===== src/rtl/cpu_isa_pkg.sv =====
`default_nettype none
// +----------------------------------------------------------------------------+
// | cpu_isa_pkg: opcode/ALU constants and stage-2 state encoding.              |
// | Optional MDWAIT state under STAGE2_MULTDIV_INTERLOCK_EN. Rev 1.0           |
// +----------------------------------------------------------------------------+
package cpu_isa_pkg;

  localparam logic [4:0] OP_R    = 5'b00000;
  localparam logic [4:0] OP_J    = 5'b00001;
  localparam logic [4:0] OP_BNE  = 5'b00010;
  localparam logic [4:0] OP_JAL  = 5'b00011;
  localparam logic [4:0] OP_JR   = 5'b00100;
  localparam logic [4:0] OP_ADDI = 5'b00101;
  localparam logic [4:0] OP_BLT  = 5'b00110;
  localparam logic [4:0] OP_SW   = 5'b00111;
  localparam logic [4:0] OP_LW   = 5'b01000;
  localparam logic [4:0] OP_SETX = 5'b10101;
  localparam logic [4:0] OP_BEX  = 5'b10110;

  localparam logic [4:0] ALU_MUL = 5'b00110;
  localparam logic [4:0] ALU_DIV = 5'b00111;

  typedef enum logic [1:0] {
    ST_EMPTY  = 2'd0,
    ST_FULL   = 2'd1,
    ST_BUBBLE = 2'd2
`ifdef STAGE2_MULTDIV_INTERLOCK_EN
    , ST_MDWAIT = 2'd3
`endif
  } state_t;

endpackage
`default_nettype wire


===== src/rtl/stage2_hazard_cmp.sv =====
`default_nettype none
// +----------------------------------------------------------------------------+
// | stage2_hazard_cmp: picks the source registers an opcode reads and flags a  |
// | load-use conflict with the stage-3 load destination. Rev 1.0               |
// +----------------------------------------------------------------------------+
module stage2_hazard_cmp
  import cpu_isa_pkg::*;
#(
  parameter int OPW = 5,
  parameter int RW  = 5
) (
  input  logic [OPW-1:0] i_op,
  input  logic [RW-1:0]  i_rd,
  input  logic [RW-1:0]  i_rs,
  input  logic [RW-1:0]  i_rt,
  input  logic           i_ex_is_load,
  input  logic [RW-1:0]  i_ex_rd,
  output logic           o_hazard
);

  logic w_use_rs;
  logic w_use_rt;
  logic w_use_rd;

  always_comb begin
    w_use_rs = 1'b0;
    w_use_rt = 1'b0;
    w_use_rd = 1'b0;
    case (i_op)
      OP_R: begin
        w_use_rs = 1'b1;
        w_use_rt = 1'b1;
      end
      OP_ADDI, OP_LW: w_use_rs = 1'b1;
      // Stores and branches read rd as a data/compare operand.
      OP_SW, OP_BNE, OP_BLT: begin
        w_use_rs = 1'b1;
        w_use_rd = 1'b1;
      end
      OP_JR: w_use_rd = 1'b1;
      default: ;
    endcase
  end

  assign o_hazard = i_ex_is_load && (i_ex_rd != '0) &&
                    ((w_use_rs && (i_ex_rd == i_rs)) ||
                     (w_use_rt && (i_ex_rd == i_rt)) ||
                     (w_use_rd && (i_ex_rd == i_rd)));

endmodule
`default_nettype wire


===== src/rtl/stage2_decode_pipe.sv =====
`default_nettype none
// +----------------------------------------------------------------------------+
// | stage2_decode_pipe: one-entry decode stage with load-use bubble and flush. |
// | STAGE2_MULTDIV_INTERLOCK_EN adds the mult/div wait handshake. Rev 1.0      |
// +----------------------------------------------------------------------------+
module stage2_decode_pipe
  import cpu_isa_pkg::*;
#(
  parameter int IW  = 32,
  parameter int OPW = 5,
  parameter int RW  = 5
) (
  input  logic          clock,
  input  logic          reset_n,
  input  logic          in_valid,
  output logic          in_ready,
  input  logic [IW-1:0] ir_in,
  input  logic          flush,
  input  logic          ex_is_load,
  input  logic [RW-1:0] ex_rd,
  output logic          out_valid,
  input  logic          out_ready,
  output logic [IW-1:0] ir_out,
  output logic          rd_is_src,
  output logic          is_jr,
  output logic [IW-1:0] bex_isn,
  output logic          hazard_stall
`ifdef STAGE2_MULTDIV_INTERLOCK_EN
  ,
  input  logic          md_done,
  output logic          md_start
`endif
);

  state_t          r_state;
  logic [IW-1:0]   r_ir;
  logic            r_hazard_stall;
  logic [OPW-1:0]  w_op;
  logic            w_held;
  logic            w_full;
  logic            w_src_hit;
  logic            w_hazard;
  logic            w_md_hold;
  logic            w_accept;
  logic            w_capture;

  assign w_op   = r_ir[IW-1 -: OPW];
  assign w_held = (r_state != ST_EMPTY);
  assign w_full = (r_state == ST_FULL);

  stage2_hazard_cmp #(
    .OPW (OPW),
    .RW  (RW)
  ) u_hazard_cmp (
    .i_op         (w_op),
    .i_rd         (r_ir[IW-OPW-1 -: RW]),
    .i_rs         (r_ir[IW-OPW-RW-1 -: RW]),
    .i_rt         (r_ir[IW-OPW-2*RW-1 -: RW]),
    .i_ex_is_load (ex_is_load),
    .i_ex_rd      (ex_rd),
    .o_hazard     (w_src_hit)
  );

  assign w_hazard = w_full && w_src_hit;

`ifdef STAGE2_MULTDIV_INTERLOCK_EN
  logic r_md_ok;
  logic w_is_md;
  assign w_is_md   = (w_op == OP_R) && ((r_ir[6:2] == ALU_MUL) || (r_ir[6:2] == ALU_DIV));
  // r_md_ok marks a held mult/div whose unit has already finished.
  assign w_md_hold = w_full && w_is_md && !r_md_ok && !w_hazard;
  assign md_start  = w_md_hold && !flush;
`else
  assign w_md_hold = 1'b0;
`endif

  assign out_valid    = w_full && !w_hazard && !w_md_hold;
  assign w_accept     = out_valid && out_ready;
  assign in_ready     = (r_state == ST_EMPTY) || w_accept;
  assign w_capture    = in_valid && in_ready && !flush;
  assign hazard_stall = r_hazard_stall;
  assign ir_out       = r_ir;

  assign rd_is_src = w_held && ((w_op == OP_SW) || (w_op == OP_BNE) || (w_op == OP_BLT));
  assign is_jr     = w_held && (w_op == OP_JR);
  assign bex_isn   = w_held ? {{OPW{1'b0}}, r_ir[IW-OPW-1:0]} : '0;

  always_ff @(posedge clock or negedge reset_n) begin
    if (!reset_n) begin
      r_state        <= ST_EMPTY;
      r_ir           <= '0;
      r_hazard_stall <= 1'b0;
`ifdef STAGE2_MULTDIV_INTERLOCK_EN
      r_md_ok        <= 1'b0;
`endif
    end else begin
      r_hazard_stall <= 1'b0;
      if (w_capture) begin
        r_ir <= ir_in;
`ifdef STAGE2_MULTDIV_INTERLOCK_EN
        r_md_ok <= 1'b0;
`endif
      end
      if (flush) begin
        r_state <= ST_EMPTY;
      end else begin
        case (r_state)
          ST_EMPTY: begin
            if (w_capture) r_state <= ST_FULL;
          end
          ST_FULL: begin
            if (w_hazard) begin
              r_state        <= ST_BUBBLE;
              r_hazard_stall <= 1'b1;
            end
`ifdef STAGE2_MULTDIV_INTERLOCK_EN
            else if (w_md_hold) r_state <= ST_MDWAIT;
`endif
            else if (w_accept && !w_capture) r_state <= ST_EMPTY;
          end
          ST_BUBBLE: r_state <= ST_FULL;
`ifdef STAGE2_MULTDIV_INTERLOCK_EN
          ST_MDWAIT: begin
            if (md_done) begin
              r_state <= ST_FULL;
              r_md_ok <= 1'b1;
            end
          end
`endif
          default: r_state <= ST_EMPTY;
        endcase
      end
    end
  end

endmodule
`default_nettype wire


===== config.mk =====
export PLATFORM = sky130hd
export DESIGN_NAME = stage2_decode_pipe
export DESIGN_NICKNAME = d
export VERILOG_FILES = /design/src/rtl/cpu_isa_pkg.sv /design/src/rtl/stage2_hazard_cmp.sv /design/src/rtl/stage2_decode_pipe.sv
export SDC_FILE = /design/constraint.sdc
export NUM_CORES = 1
export LEC_CHECK = 0
export CAP_MARGIN = 20
export CORE_MARGIN = 1
export CORE_UTILIZATION = 40
export CTS_CLUSTER_DIAMETER = 40
export DETAILED_ROUTE_END_ITERATION = 7
export PLACE_DENSITY = 0.91
export SETUP_SLACK_MARGIN = 0.05
export SLEW_MARGIN = 30
export SYNTH_ARGS = -nofsm -noshare
export SYNTH_HDL_FRONTEND = slang
export SYNTH_HIERARCHICAL = 1
export SYNTH_SLANG_ARGS = --single-unit

===== constraint.sdc =====
create_clock -name clock -period 3.5 [get_ports clock]
set_input_delay 0.875 -clock clock [delete_from_list [all_inputs] [get_ports clock]]
set_output_delay 0.875 -clock clock [all_outputs]
set_load 0.05 [all_outputs]

==> results.sh <==
export IMPL_fp_row_count=24
export IMPL_worstMarginPinSlew_ns=0.784
export IMPL_p_sw_frac=0.434
export IMPL_post_drt_wl_per_cell_um=15.0
export IMPL_io_buffer_count=106
export IMPL_pwr_share_seq=0.338
export IMPL_cts_hold_buf=0
export IMPL_r2r_start="ir_out[27]"
export IMPL_p_int_mw=0.917
export IMPL_netlist_area_leader_share=0.469
export IMPL_hold_path_class="register to register"
export IMPL_status="completed"
export IMPL_ys_flop_type="dfrtp_1"
export IMPL_min_from="ir_out[8]"
export IMPL_clockBufferDepth=2
export IMPL_maxSlewHeadroom=0.477
export IMPL_drt_total_wl_um=4910
export IMPL_cpPeakStageDelay_ns=0.25
export IMPL_yosys_top_cells_area="dfrtp_1, mux2_2, nor2b_1, xor2_1, buf_4"
export IMPL_async_reset_ff_frac=1.00
export IMPL_layout_nets=317
export IMPL_cp_arrival_ns=2.46
export IMPL_ios=112
export IMPL_ant_nets=0
export IMPL_worstPathCellList="dlygate4sd2_1 > buf_4 > xor2_1 > nor3_1 > nand4_1 > a31oi_4 > nor3b_4 > a21o_2 > buf_8"
export IMPL_grt_overflow=0
export IMPL_finalHoldViolCount=0
export IMPL_tns_ns=0
export IMPL_startpoint_type="primary input"
export IMPL_whs_ns=0.515
export IMPL_cts_tree="built"
export IMPL_rsz0062_at_grt="false"
export IMPL_power_density_nw_per_um2=514
export IMPL_grt_usage=0.215
export IMPL_yosysMostFrequentCell="dfrtp_1"
export IMPL_p_sw_mw=0.703
export IMPL_synth_cell_types=29
export IMPL_synthesis_area_um2=1870
export IMPL_avgSynthCellArea_um2=11.9
export IMPL_vdd_drop_max_mv=0.288
export IMPL_core_area_um2=4410
export IMPL_path_max_fanout=3
export IMPL_fin_util=0.715
export IMPL_layout_min_cycle_time_ns=3.33
export IMPL_period_share=0.952
export IMPL_start_util=0.423
export IMPL_crit_buf_inv=3
export IMPL_ys_seq_area_frac=0.469
export IMPL_drt_met1_wl_um=2030
export IMPL_yosys_top_cells_count="dfrtp_1, mux2_2, nor2b_1"
export IMPL_regArea_um2=876
export IMPL_cts_buffers=5
export IMPL_multi_input_area_um2=966
export IMPL_crit_required_ns=2.62
export IMPL_grt_antenna_before_repair=0
export IMPL_critPathSlowestCell="dlygate4sd2_1"
export IMPL_drv_cap=0
export IMPL_end_kind="output port"
export IMPL_critPathKind="primary input to output port"
export IMPL_cts_num_sinks=35
export IMPL_clk_latency_ns=0.29
export IMPL_finClkSkew_ns=0.00572
export IMPL_antenna_cells=0
export IMPL_fmax_mhz=300
export IMPL_crit_family="buffers and inverters"
export IMPL_ys_ff_latch=35
export IMPL_dp_hpwl_um=3680
export IMPL_grt_max_degree=36
export IMPL_path_clk_slew_ns=0.07
export IMPL_yosysWarnings=6
export IMPL_via_count=1589
export IMPL_synth_area_leader_cell="dfrtp_1"
export IMPL_vias_per_cell=4.86
export IMPL_cts_root_buf="clkbuf_8"
export IMPL_wl_met2_um=2470
export IMPL_die_area_um2=4950
export IMPL_p_comb_frac=0.485
export IMPL_die_h_um=70.4
export IMPL_grt_pass1_wl_um=8270
export IMPL_drive_above_1_share=0.229
export IMPL_firstDrtPassIters=4
export IMPL_first_global_vias=1646
export IMPL_slew_viol_final=0
export IMPL_drc=0
export IMPL_top_layer="met4"
export IMPL_netlist_instances=157
export IMPL_die_w_um=70.4
export IMPL_first_iter_violations=103
export IMPL_cts_max_level=2
export IMPL_met3_length_um=339
export IMPL_synthToLayoutAreaGrowth_pct=68.7
export IMPL_finalSetupViolCount=0
export IMPL_critPathLaunch="ex_rd[3]"
export IMPL_n_fill_cell=350
export IMPL_power_share_clock=0.177
export IMPL_synth_edf_count=0
export IMPL_gp_congestion=0.884
export IMPL_p_leak_nw=1.27
through the flow:
| stage | setup slack, ns | total power, mW | instance area, µm² | std cells |
|---|---|---|---|---|
| global placement | -0.232 | 1.32 | 3020 | 318 |
| detailed placement | -0.350 | 1.34 | 3020 | 318 |
| global route | 0.0527 | 1.70 | 3150 | 327 |
| CTS | 0.0560 | 1.63 | 3160 | 327 |
| floorplan | 0.0617 | 1.05 | 1900 | 161 |
| finish | 0.168 | 1.62 | 3150 | 327 |
area by class of cell:
class | instances | share of cell area
clock inverters | 2 | 0.00397
multi-input cells | 112 | 0.306
flip-flops and latches | 35 | 0.278
well taps | 52 | 0.0206
clock buffers | 6 | 0.0230
repair buffers | 117 | 0.365
inverters | 3 | 0.00357
layout by cell type (no fill, tap or decap), types with 2 or more instances in the layout:
master,Yosys,final
nor2b_1,28,28
clkdlybuf4s50_1,0,98
nand2_1,2,2
clkbuf_8,0,5
dlygate4sd2_1,0,3
conb_1,1,5
dfrtp_1,35,35
nor4_2,1,2
inv_1,3,3
nor4_1,3,2
nor2_1,6,5
nor4bb_1,2,2
xor2_1,14,14
mux2_2,31,31
nand4_1,2,2
nor3_1,2,2
buf_4,5,10
o21ai_0,3,2
mux2_1,2,2
power groups by stage:
stage                     clock [mW]  combinational, mW  sequential [mW]
after floorplan                    0              0.278            0.768
after global placement             0              0.770            0.551
after detailed placement           0              0.782            0.556
after CTS                      0.295              0.790            0.548
after global routing           0.317              0.820            0.561
final                          0.287              0.785            0.548
routing by layer:
layer | global-route usage | vias to the layer above
met4 | 0.0533 | 0
li1 | - | 761
met5 | 0 | -
met3 | 0.0693 | 9
met2 | 0.365 | 71
met1 | 0.261 | 748
timing repair:
item	CTS	global route
buffers inserted	1	0
setup endpoints to repair	10	1
gates resized for setup	14	3
pin swaps	9	9
path summary, 6_finish.rpt:
check	depth (start not counted)	slack, ns	end
min in group asynchronous	1	0.66	ir_out[31]
max	9	0.17	in_ready
max in group asynchronous	1	2.34	ir_out[5]
max reg2reg	9	0.83	ir_out[22]
min reg2reg	1	0.52	ir_out[8]
min	1	0.52	ir_out[8]
worst reg2reg max path, cell delays in order (launching register included):
cell       delay [ns]
dfrtp_1          0.47
inv_1            0.08
maj3_1           0.33
nand4_1          0.15
a31oi_4          0.12
buf_4            0.16
nand2b_4         0.14
a2111oi_4        0.48
buf_4            0.27
mux2_2           0.36
cells by family after synthesis:
group                      Yosys count  share of synthesized area
AOI/OAI and AO/OA                    8                     0.0375
buffers and inverters               14                     0.0502
and+or+nand+nor                     50                      0.167
muxes                               33                      0.199
adders and majority gates            1                    0.00535
DFF                                 35                      0.469
other                                1                    0.00201
xor gates and xnor gates            15                     0.0703
registers in the layout (all words and copies together), names as in the netlist:
name and flops:
r_state 2, ir_out 32, hazard_stall 1
(Power assumes the default switching activity.)
